$ cat src/rtl/sram_pixel_writer.sv
// sram_pixel_writer: accepts pixel/fill commands and drives timed asynchronous SRAM write cycles
module sram_pixel_writer #(
    parameter int H_RES     = 320,
    parameter int V_RES     = 240,
    parameter int WE_CYCLES = 2
) (
    input  logic        CLOCK_50_i,
    input  logic        reset_i,
    input  logic        cmd_valid_i,
    output logic        cmd_ready_o,
    input  logic        cmd_op_i,
    input  logic [8:0]  cmd_x_i,
    input  logic [7:0]  cmd_y_i,
    input  logic [15:0] cmd_color_i,
    output logic        busy_o,
    output logic        done_o,
    output logic        err_o,
    output logic [19:0] sram_addr_o,
    output logic [15:0] sram_dq_out_o,
    output logic        sram_dq_oe_o,
    output logic        sram_we_n_o,
    output logic        sram_ce_n_o,
    output logic        sram_oe_n_o,
    output logic        sram_lb_n_o,
    output logic        sram_ub_n_o
);
    localparam logic [19:0] LAST = 20'(H_RES * V_RES - 1);
    localparam int CW = WE_CYCLES > 1 ? $clog2(WE_CYCLES) : 1;
    typedef enum logic [1:0] {IDLE, SETUP, WRITE, HOLD} state_t;
    state_t state_q, state_d;
    logic op_q, op_d, done_q, done_d, err_q, err_d;
    logic [19:0] addr_q, addr_d;
    logic [15:0] data_q, data_d;
    logic [CW-1:0] cnt_q, cnt_d;
    logic accept, in_range;
    assign cmd_ready_o = state_q == IDLE && !reset_i;
    assign accept = cmd_valid_i && cmd_ready_o;
    assign in_range = 32'(cmd_x_i) < H_RES && 32'(cmd_y_i) < V_RES;
    always_ff @(posedge CLOCK_50_i) begin
        if (reset_i) begin
            state_q <= IDLE;
            op_q    <= 1'b0;
            addr_q  <= '0;
            data_q  <= '0;
            cnt_q   <= '0;
            done_q  <= 1'b0;
            err_q   <= 1'b0;
        end else begin
            state_q <= state_d;
            op_q    <= op_d;
            addr_q  <= addr_d;
            data_q  <= data_d;
            cnt_q   <= cnt_d;
            done_q  <= done_d;
            err_q   <= err_d;
        end
    end
    // Address and data stay registered across SETUP/WRITE/HOLD so we_n only moves with stable buses.
    always_comb begin
        state_d = state_q;
        op_d    = op_q;
        addr_d  = addr_q;
        data_d  = data_q;
        cnt_d   = cnt_q;
        done_d  = 1'b0;
        err_d   = accept && !cmd_op_i && !in_range;
        case (state_q)
            IDLE: begin
                if (accept && (cmd_op_i || in_range)) begin
                    state_d = SETUP;
                    op_d    = cmd_op_i;
                    data_d  = cmd_color_i;
                    addr_d  = cmd_op_i ? '0 : 20'(32'(cmd_y_i) * H_RES + 32'(cmd_x_i));
                end
            end
            SETUP: begin
                state_d = WRITE;
                cnt_d   = '0;
            end
            WRITE: begin
                cnt_d   = cnt_q + 1'b1;
                state_d = cnt_q == CW'(WE_CYCLES - 1) ? HOLD : WRITE;
            end
            HOLD: begin
                if (!op_q || addr_q == LAST) begin
                    state_d = IDLE;
                    done_d  = 1'b1;
                end else begin
                    state_d = SETUP;
                    addr_d  = addr_q + 20'd1;
                end
            end
            default: state_d = IDLE;
        endcase
    end
    assign busy_o        = state_q != IDLE;
    assign done_o        = done_q;
    assign err_o         = err_q;
    assign sram_addr_o   = addr_q;
    assign sram_dq_out_o = data_q;
    assign sram_dq_oe_o  = busy_o;
    assign sram_ce_n_o   = !busy_o;
    assign sram_lb_n_o   = !busy_o;
    assign sram_ub_n_o   = !busy_o;
    assign sram_we_n_o   = state_q != WRITE;
    assign sram_oe_n_o   = 1'b1;
endmodule

$ cat config.mk
export PLATFORM = sky130hd
export DESIGN_NAME = sram_pixel_writer
export DESIGN_NICKNAME = d
export VERILOG_FILES = /design/src/rtl/sram_pixel_writer.sv
export SDC_FILE = /design/constraint.sdc
export NUM_CORES = 1
export LEC_CHECK = 0
export CORE_MARGIN = 2
export CORE_UTILIZATION = 43
export CTS_CLUSTER_SIZE = 20
export DETAILED_ROUTE_END_ITERATION = 7
export HOLD_SLACK_MARGIN = 0.08
export PLACE_DENSITY = 0.73
export SLEW_MARGIN = 20
export SYNTH_ARGS = -nofsm -noshare
export SYNTH_HDL_FRONTEND = slang
export SYNTH_SLANG_ARGS = --single-unit
$ cat constraint.sdc
create_clock -name CLOCK_50_i -period 3.15 [get_ports CLOCK_50_i]
set_input_delay 0.7875 -clock CLOCK_50_i [delete_from_list [all_inputs] [get_ports CLOCK_50_i]]
set_output_delay 0.7875 -clock CLOCK_50_i [all_outputs]
set_load 0.05 [all_outputs]
After elaboration in Yosys (flattened, before gate mapping). Index checks and enable logic that the tools add are counted.

Input port bits: 37. Flip-flop bits (word level): 42. Logic and storage cells: 51.

Multipliers: 1. Multiplexer cells: 10. Reductions and logical operators: 20. Equal/unequal tests: 7. $lt $le $gt $ge: 2. Bitwise gates (word level): 1. Add/sub/neg operators: 3.

Operators by type and width (number): 20-bit two-way mux (2); 20-bit case mux with 2 select lines (1); 20-bit by 1-bit adder with 20-bit output, second input constant (1); 20-bit by 17-bit equality test with 1-bit output, second input constant (1); 17-bit by 9-bit adder with 18-bit output (1); 18-bit two-way mux (1); 8-bit by 3-bit multiplier with 11-bit output, second input constant (1); 9-bit < comparator, second input constant (1); 8-bit < comparator, second input constant (1); 2-bit case mux with 4 select lines (1); 1-bit logical AND (6); 2-bit nonzero test (3); 1-bit zero test (5); 2-bit equality test, second input constant (2); 2-bit inequality test, second input constant (2); 1-bit two-way mux (3); 3-bit AND reduction (1); 2-bit by 1-bit equality test with 1-bit output, second input constant (1); 2-bit zero test (1); 1-bit logical OR (2); 2-bit two-way mux (1); 2-bit by 1-bit inequality test with 1-bit output, second input constant (1); 1-bit case mux with 2 select lines (1); 2-bit AND reduction (1); 3 further kinds (3).

Longest topological paths before layout. Gate-level depths: netlist of run 1.

Word-level depth: 6. Depth in mapped cells: 9.

Worst setup path after synthesis of run 1. No wires, ideal clock.

Kind: input port to flip-flop. Start: in cmd_y_i[1]. End: reg addr_q[14], in the netlist sram_addr_o[14]. Setup time: 0.079 ns. Stages: 9. Slack: -0.041 ns. Arrival: 3.111 ns. Path buffers: 0. Path through: ha_1 > ha_1 > fa_1 > inv_1 > a2111oi_1 > o211ai_1 > nand2b_4 > mux2_4 > a211oi_2.

Cells in the longest elaborated chain, start to end: 6. Elaborated cells between the ends (all ways): 11. Classes of those cells: 1 x add/sub; 1 x mul; 1 x order compare; 1 x eq/ne; 3 x mux; 4 x reduce/logical.

Ends and longest elaborated chain: start, declared (line 13) `input logic [7:0] cmd_y_i,`; branches (longest 6 deep; another with 17-bit by 9-bit adder with 18-bit output); end signal, assigned (line 51) `addr_q <= addr_d;`; end, declared (line 32) `logic [19:0] addr_q, addr_d;`.

Parallel ways; which one is timed is not known. The select of a mux whose other input is x is not followed. A chain may end at the register's enable or synchronous reset.

Worst setup path in the final report of run 1.
Start: in cmd_y_i[6]. End: reg addr_q[14], in the netlist sram_addr_o[14].

Same word-level chain as after synthesis.

==> metrics.cfg, run 1 <==
[outcome]
status = finished, final reports clean

[sta]
fin_crit_ps = 3130
worst_pin_slew_ps = 560
maxSlewViolCount = 0
fmax_ghz = 0.319
setup_viol = 0
min_period_over_period = 0.995
clock-skew-final_ps = 6.45
relSlewSlack = 0.624
hold_violations = 0

[min_path]
hp-class = reg -> reg

[power_and_ir_drop]
intPower_mw = 1.18
combPwrFrac = 0.532
p_per_area_nw_per_um2 = 503
p_leak_nw = 1.53
p_clk_frac = 0.164
swShare = 0.435
power_switching_uw = 905
power_mw = 2.08
irDropWorstVdd_v = 0.000289
seq_power_share = 0.304

[critical_path]
path_max_fanout = 5
startpoint_type = input pin
critPathLaunch = cmd_y_i[6]
rrSetupSlack_ps = 710
path_class = in -> reg
cp-end-kind = flip-flop
required_ps = 3360
arrival_ps = 3350
reg2reg_to = sram_addr_o[16]
critPathCapture = sram_addr_o[14]
r2r_cells = 7
reg2reg_from = sram_addr_o[0]

[synth]
netlist_area_um2 = 2800
synth_mux_area_frac = 0.0166
synthXorXnorAreaFrac = 0.0376
synth_edf_count = 0
synth_top_area_frac = 0.301
synthAdderAreaFrac = 0.0994
synth_area_leaders = dfxtp_1 (30%), ha_1 (8.5%), nand2_1 (7.8%), a21oi_1 (6.1%), nor2_1 (3.5%)
syn_inst = 349
ys_seq_elements = 42
syn_area_per_cell_um2 = 8.01
synth_compound_area_frac = 0.268
syn_nets = 407
async_flop_share = 0
ys_warn_count = 0
synth_top_family_by_area = compound AO/OA/AOI/OAI gates
synth_cell_types = 62
synth-simple-area-share = 0.228
ys.flop_type = dfxtp_1
ys_seq_area_frac = 0.301
yosys.area.top_type = dfxtp_1

[flow_run]
maxCapViolCount = 0

[placed_design]
place.gp.congestion = 0.929
placed_area_um2 = 3880
dpl.cell_count = 521
port_buffers = 81
dp_hpwl_um = 5990

[floorplan]
start_util = 0.443
io_pins = 83
core-area_um2 = 6310
die_h_um = 84.6
die_w_um = 84.6
dieArea_um2 = 7160
rows = 29

[clock_tree]
cts_sinks = 42
cts.clk_slew.worst_paths_ps = 80
postCtsHoldBufs = 0
clk_latency_ps = 290
cts_buffer_depth = 2
cts_tree = built
cts_root_buffer = clkbuf_8
htreeDepth = 2
numCtsBuffers = 5

[final_layout]
n_fill_cell = 559
area_growth_pct = 48.0
final_cells = 533
final_nets = 513
final_cell_area_um2 = 4140
n_antenna_cell = 0
drive_gt1_frac = 0.180

[route]
detail-route-antenna-nets = 0
drcViolationCount = 0
vias = 2954
drt_wl_total_um = 8110
vias_per_cell = 5.54
dr.first_iter.drc_count = 216
dr.pass1.iters = 4
avgRoutedWirePerCell_um = 15.2

[global_routing]
grt-ovfl-total = 0
grt_max_degree = 43
grt_pass1_vias = 2813
grt_use_total = 0.222
grt_first_pass_wirelength_um = 13100
antenna_found_initial = 0

synth_stat cells (3+ instances only):
| cell | n |
|---|---|
| xor2_1 | 3 |
| dfxtp_1 | 42 |
| a211o_1 | 3 |
| o211ai_1 | 3 |
| a21o_1 | 5 |
| o21ai_0 | 15 |
| nand4_1 | 4 |
| a31oi_1 | 3 |
| nand3_1 | 12 |
| ha_1 | 19 |
| clkbuf_1 | 12 |
| o22ai_1 | 3 |
| a21oi_1 | 34 |
| buf_2 | 3 |
| nand2_1 | 58 |
| a211oi_1 | 7 |
| nor4_1 | 5 |
| nor2_1 | 26 |
| nor3_1 | 11 |
| buf_4 | 5 |
| xnor2_1 | 9 |
| inv_1 | 10 |
| a221oi_1 | 5 |
power by group through the flow:
stage / Sequential (mW) / Combinational (mW) / Clock [mW]
after detailed placement: 0.644 / 1.05 / 0
final: 0.632 / 1.11 / 0.342
after floorplan: 0.775 / 0.568 / 0
after CTS: 0.632 / 1.08 / 0.352
after global placement: 0.642 / 1.03 / 0
after global routing: 0.641 / 1.17 / 0.367
stage by stage:
step                utilization  hold slack (ps)  setup TNS, ps  worst slack, ps
floorplan                     -              485              0             11.4
global placement          0.615              442          -1770             -509
detailed placement        0.615              451          -2280             -601
CTS                       0.644              461              0             51.9
global route              0.655              476          -61.9            -49.8
finish                    0.655              461              0             17.3
flip-flops by register name (all words and copies together) (netlist names):
register       count
err_o              1
sram_addr_o       20
op_q               1
cnt_q              1
sram_dq_out_o     16
state_q            2
done_o             1
worst max-delay path, cell delays in order:
cell	delay [ps]
clkdlybuf4s50_1	520
ha_4	220
ha_4	270
buf_4	150
o21ai_0	160
or2_2	340
o211ai_1	190
nand2b_4	200
mux2_4	290
a211oi_2	210
worst min-delay path by stage:
stage                      start           endpoint  depth (start not counted)
2_1_floorplan         state_q[0]         state_q[0]                          2
3_3_place_gp   sram_dq_out_o[10]  sram_dq_out_o[10]                          2
3_5_place_dp   sram_dq_out_o[15]  sram_dq_out_o[15]                          2
4_1_cts        sram_dq_out_o[15]  sram_dq_out_o[15]                          2
5_1_grt         sram_dq_out_o[2]   sram_dq_out_o[2]                          2
6_report       sram_dq_out_o[15]  sram_dq_out_o[15]                          2
area by class of cell:
| cell class | instances | area [um2] | share of cell area |
|---|---|---|---|
| Timing Repair Buffer | 119 | 1100 | 0.266 |
| Sequential cell | 42 | 841 | 0.203 |
| Tap cell | 77 | 96.3 | 0.0233 |
| Clock inverter | 2 | 13.8 | 0.00333 |
| Inverter | 10 | 37.5 | 0.00907 |
| Multi-Input combinational cell | 277 | 1980 | 0.478 |
| Clock buffer | 6 | 72.6 | 0.0175 |
what timing repair did:
| action | in CTS | in global routing |
|---|---|---|
| pin swaps | 6 | 3 |
| endpoints found under the setup margin | 4 | 2 |
| cloned | 0 | 0 |
| resized for setup | 17 | 11 |
| setup buffers | 2 | 2 |
cells in the final DEF (no fill, tap or decap), types with 6 or more instances in the layout:
cell / netlist / layout
ha_1: 19 / 12
buf_4: 5 / 38
nand2_1: 58 / 58
clkdlybuf4s50_1: 0 / 74
inv_1: 10 / 9
a211oi_1: 7 / 6
dfxtp_1: 42 / 42
a21oi_1: 34 / 32
nor3_1: 11 / 11
nand3_1: 12 / 11
o21ai_0: 15 / 15
xnor2_1: 9 / 8
nor2_1: 26 / 26
ha_4: 0 / 6
routing by layer:
metal  vias to the layer above  global-route usage  share of wire
met5                         -                   0              0
li1                       1484                   -              -
met2                        85               0.377           0.50
met3                        14              0.0324          0.045
met1                      1371               0.289           0.43
met4                         0              0.0707          0.020
logic make-up after synthesis:
logic type | after synthesis
buffers and inverters | 30
AOI/OAI and AO/OA | 106
and+or+nand+nor | 133
adders and majority gates | 21
xor gates and xnor gates | 12
DFF | 42
other | 1
muxes | 4
(Power assumes the default switching activity.)
==> inputs of run 2 (changes only) <==
CORE_UTILIZATION = 44   (was 43)
CTS_BUF_LIST = sky130_fd_sc_hd__clkbuf_4   (was not set)
PLACE_DENSITY = 0.74   (was 0.73)
==> run 2 against run 1 <==
Net effect:
- critical path depth did not move
- core utilization fell by 1.2 points
- design area fell by 2.9%
- sequential power barely moved
- non-clock buffer count fell by 2
- clock power fell by 23%
- count of clock-buffer cells in the layout fell by 1
- total power fell by 5.3%
- clock skew rose by 1.5 ps
- hold slack improved by 1.3 ps
- worst setup slack improved by 110 ps
- register-to-register slack barely moved
- largest power group unchanged
==> metrics.cfg, run 2 (synthesis gave the netlist of run 1 again) <==
[outcome]
status = finished, final reports clean

[final_layout]
final_cell_mix = clkdlybuf4s50_1 (75), nand2_1 (57), dfxtp_1 (42)
final_cells = 531  ; -0.38%
area_growth_pct = 43.7
final_nets = 511  ; -0.39%
largest_reg_flops = 20  ; unchanged
n_antenna_cell = 0  ; unchanged
mostFrequentLayoutCell = clkdlybuf4s50_1
drive_gt1_frac = 0.159  ; -0.0212
final_cell_area_um2 = 4020  ; -2.9%

[placed_design]
placed_area_um2 = 3890  ; +0.19%
dpl.cell_count = 522  ; +0.19%
place.gp.congestion = 0.849  ; -8.6%
port_buffers = 81  ; unchanged
dp_hpwl_um = 5940  ; -0.78%

[floorplan]
die_w_um = 83.7  ; -1.1%
io_pins = 83  ; unchanged
dieArea_um2 = 7010  ; -2.2%
start_util = 0.448  ; +0.00515
core-area_um2 = 6240  ; -1.1%
rows = 29  ; unchanged
die_h_um = 83.7  ; -1.1%

[global_routing]
grt-ovfl-total = 0  ; unchanged
antenna_found_initial = 0  ; unchanged
grt_first_pass_wirelength_um = 13200  ; +0.85%
grt_use_total = 0.226  ; +0.00485
grt_pass1_vias = 2835  ; +0.78%
grt_max_degree = 43  ; unchanged

[sta]
fmax_ghz = 0.330  ; +3.5%
hold_violations = 0  ; unchanged
fin_crit_ps = 3030  ; -105 ps
maxSlewViolCount = 0  ; unchanged
hold_ws_ps = 462  ; +1.33 ps
setup_viol = 0  ; unchanged
worst_pin_slew_ps = 724  ; +164 ps
min_period_over_period = 0.961  ; -0.0335
relSlewSlack = 0.516  ; -0.108
clock-skew-final_ps = 7.91  ; +1.46 ps
rsz0062_at_grt = false

[critical_path]
r2r_cells = 7  ; unchanged
crit_cells = 10  ; unchanged
startpoint_type = input pin
path_buf_inv = 2  ; unchanged
crit_family = adder cells
cp_cell_sequence = dlygate4sd2_1 -> ha_1 -> ha_2 -> fa_2 -> inv_2 -> a2111oi_4 -> o211ai_1 -> nand2b_4 -> mux2_4 -> a211oi_2
cp_slowest_cell = fa_2
arrival_ps = 3320  ; -30 ps
path_max_fanout = 3  ; -2
cp-end-kind = flip-flop
path_class = in -> reg
required_ps = 3450  ; +90 ps
slowest_delay_ps = 560  ; +40 ps

[power_and_ir_drop]
p_leak_nw = 1.50  ; -1.8%
p_per_area_nw_per_um2 = 491  ; -2.5%
irDropWorstVdd_v = 0.000276  ; -4.5%
power_mw = 1.97  ; -5.3%

[flow_run]
maxCapViolCount = 0  ; unchanged

[clock_tree]
clk_latency_ps = 360  ; +70 ps
htreeDepth = 2  ; unchanged
cts.clk_slew.worst_paths_ps = 130  ; +50 ps
numCtsBuffers = 5  ; unchanged
cts_tree = built
cts_root_buffer = clkbuf_4
cts_buffer_depth = 2  ; unchanged
postCtsHoldBufs = 0  ; unchanged
cts_sinks = 42  ; unchanged

[route]
dr.pass1.iters = 4  ; unchanged
dr.first_iter.drc_count = 159  ; -26%
detail-route-antenna-nets = 0  ; unchanged
vias_per_cell = 5.45  ; -1.7%
drcViolationCount = 0  ; unchanged
drt_wl_total_um = 7810  ; -3.7%
avgRoutedWirePerCell_um = 14.7  ; -3.3%
vias = 2892  ; -2.1%

[min_path]
hold_depth = 2  ; unchanged
hp-class = reg -> reg

## run 2: cell types whose count changed in the layout (fill, tap and decap cells not counted), moves of 2 or more
cell | previous run | this run
a21oi_2 | 3 | 1
ha_4 | 6 | 2
clkbuf_4 | 0 | 5
ha_1 | 12 | 16
buf_4 | 38 | 36
clkbuf_8 | 5 | 0
a21oi_1 | 32 | 34
## run 2: timing repair
action	4_1_cts	5_1_grt
gates cloned	0	0
resized for setup	13	3
hold endpoints to repair	0	0
pin swaps	5	3
buffers inserted	0	1
endpoints found under the setup margin	4	4
## run 2: path summary, 6_finish.rpt
| check | start | endpoint | slack (ps) |
|---|---|---|---|
| worst max register to register | sram_addr_o[0] | sram_addr_o[16] | 720 |
| worst max-delay path | cmd_y_i[3] | sram_addr_o[14] | 120 |
| worst min-delay path | sram_dq_out_o[10] | sram_dq_out_o[10] | 460 |
| worst min register to register | sram_dq_out_o[10] | sram_dq_out_o[10] | 460 |
## run 2: area by class of cell
type                            count  area (um2)
Sequential cell                    42         841
Clock buffer                        5        37.5
Inverter                           10        37.5
Timing Repair Buffer              117        1090
Fill cell                         554        2220
Multi-Input combinational cell    277        1900
Clock inverter                      3        16.3
Tap cell                           77        96.3
## run 2: per-layer routing
metal  vias up  global-route usage  wire length, um
met1      1353               0.287             3450
li1       1477                   -                -
met4         0              0.0704               94
met2        56               0.400             4030
met5         -                   0                0
met3         6              0.0277              236
## run 2: metrics by stage
step | worst slack, ps | util | TNS, ps
CTS | 14.9 | 0.640 | 0
global placement | -509 | 0.623 | -1750
floorplan | 11.4 | - | 0
finish | 123 | 0.644 | 0
detailed placement | -527 | 0.623 | -1970
global route | 44.1 | 0.644 | 0
## run 2: power breakdown
| part | internal, mW | leakage (nW) | switching (mW) | total, mW |
|---|---|---|---|---|
| Combinational | 0.419 | 1.13 | 0.655 | 1.07 |
| Clock | 0.0831 | 0.0286 | 0.182 | 0.265 |
| Sequential | 0.583 | 0.341 | 0.0495 | 0.633 |
## run 2: tightest hold or removal path: cells and delay by family, from the launching register on
| family | cells | cell delay (ps) |
|---|---|---|
| compound gates | 1 | 50 |
| flops | 1 | 330 |
| simple gates | 1 | 50 |
==> inputs of run 3 (changes only) <==
HOLD_SLACK_MARGIN = 0.05   (was 0.08)
==> results of run 3 <==
Same layout as run 2: the final DEF is identical, and so are final timing and power.
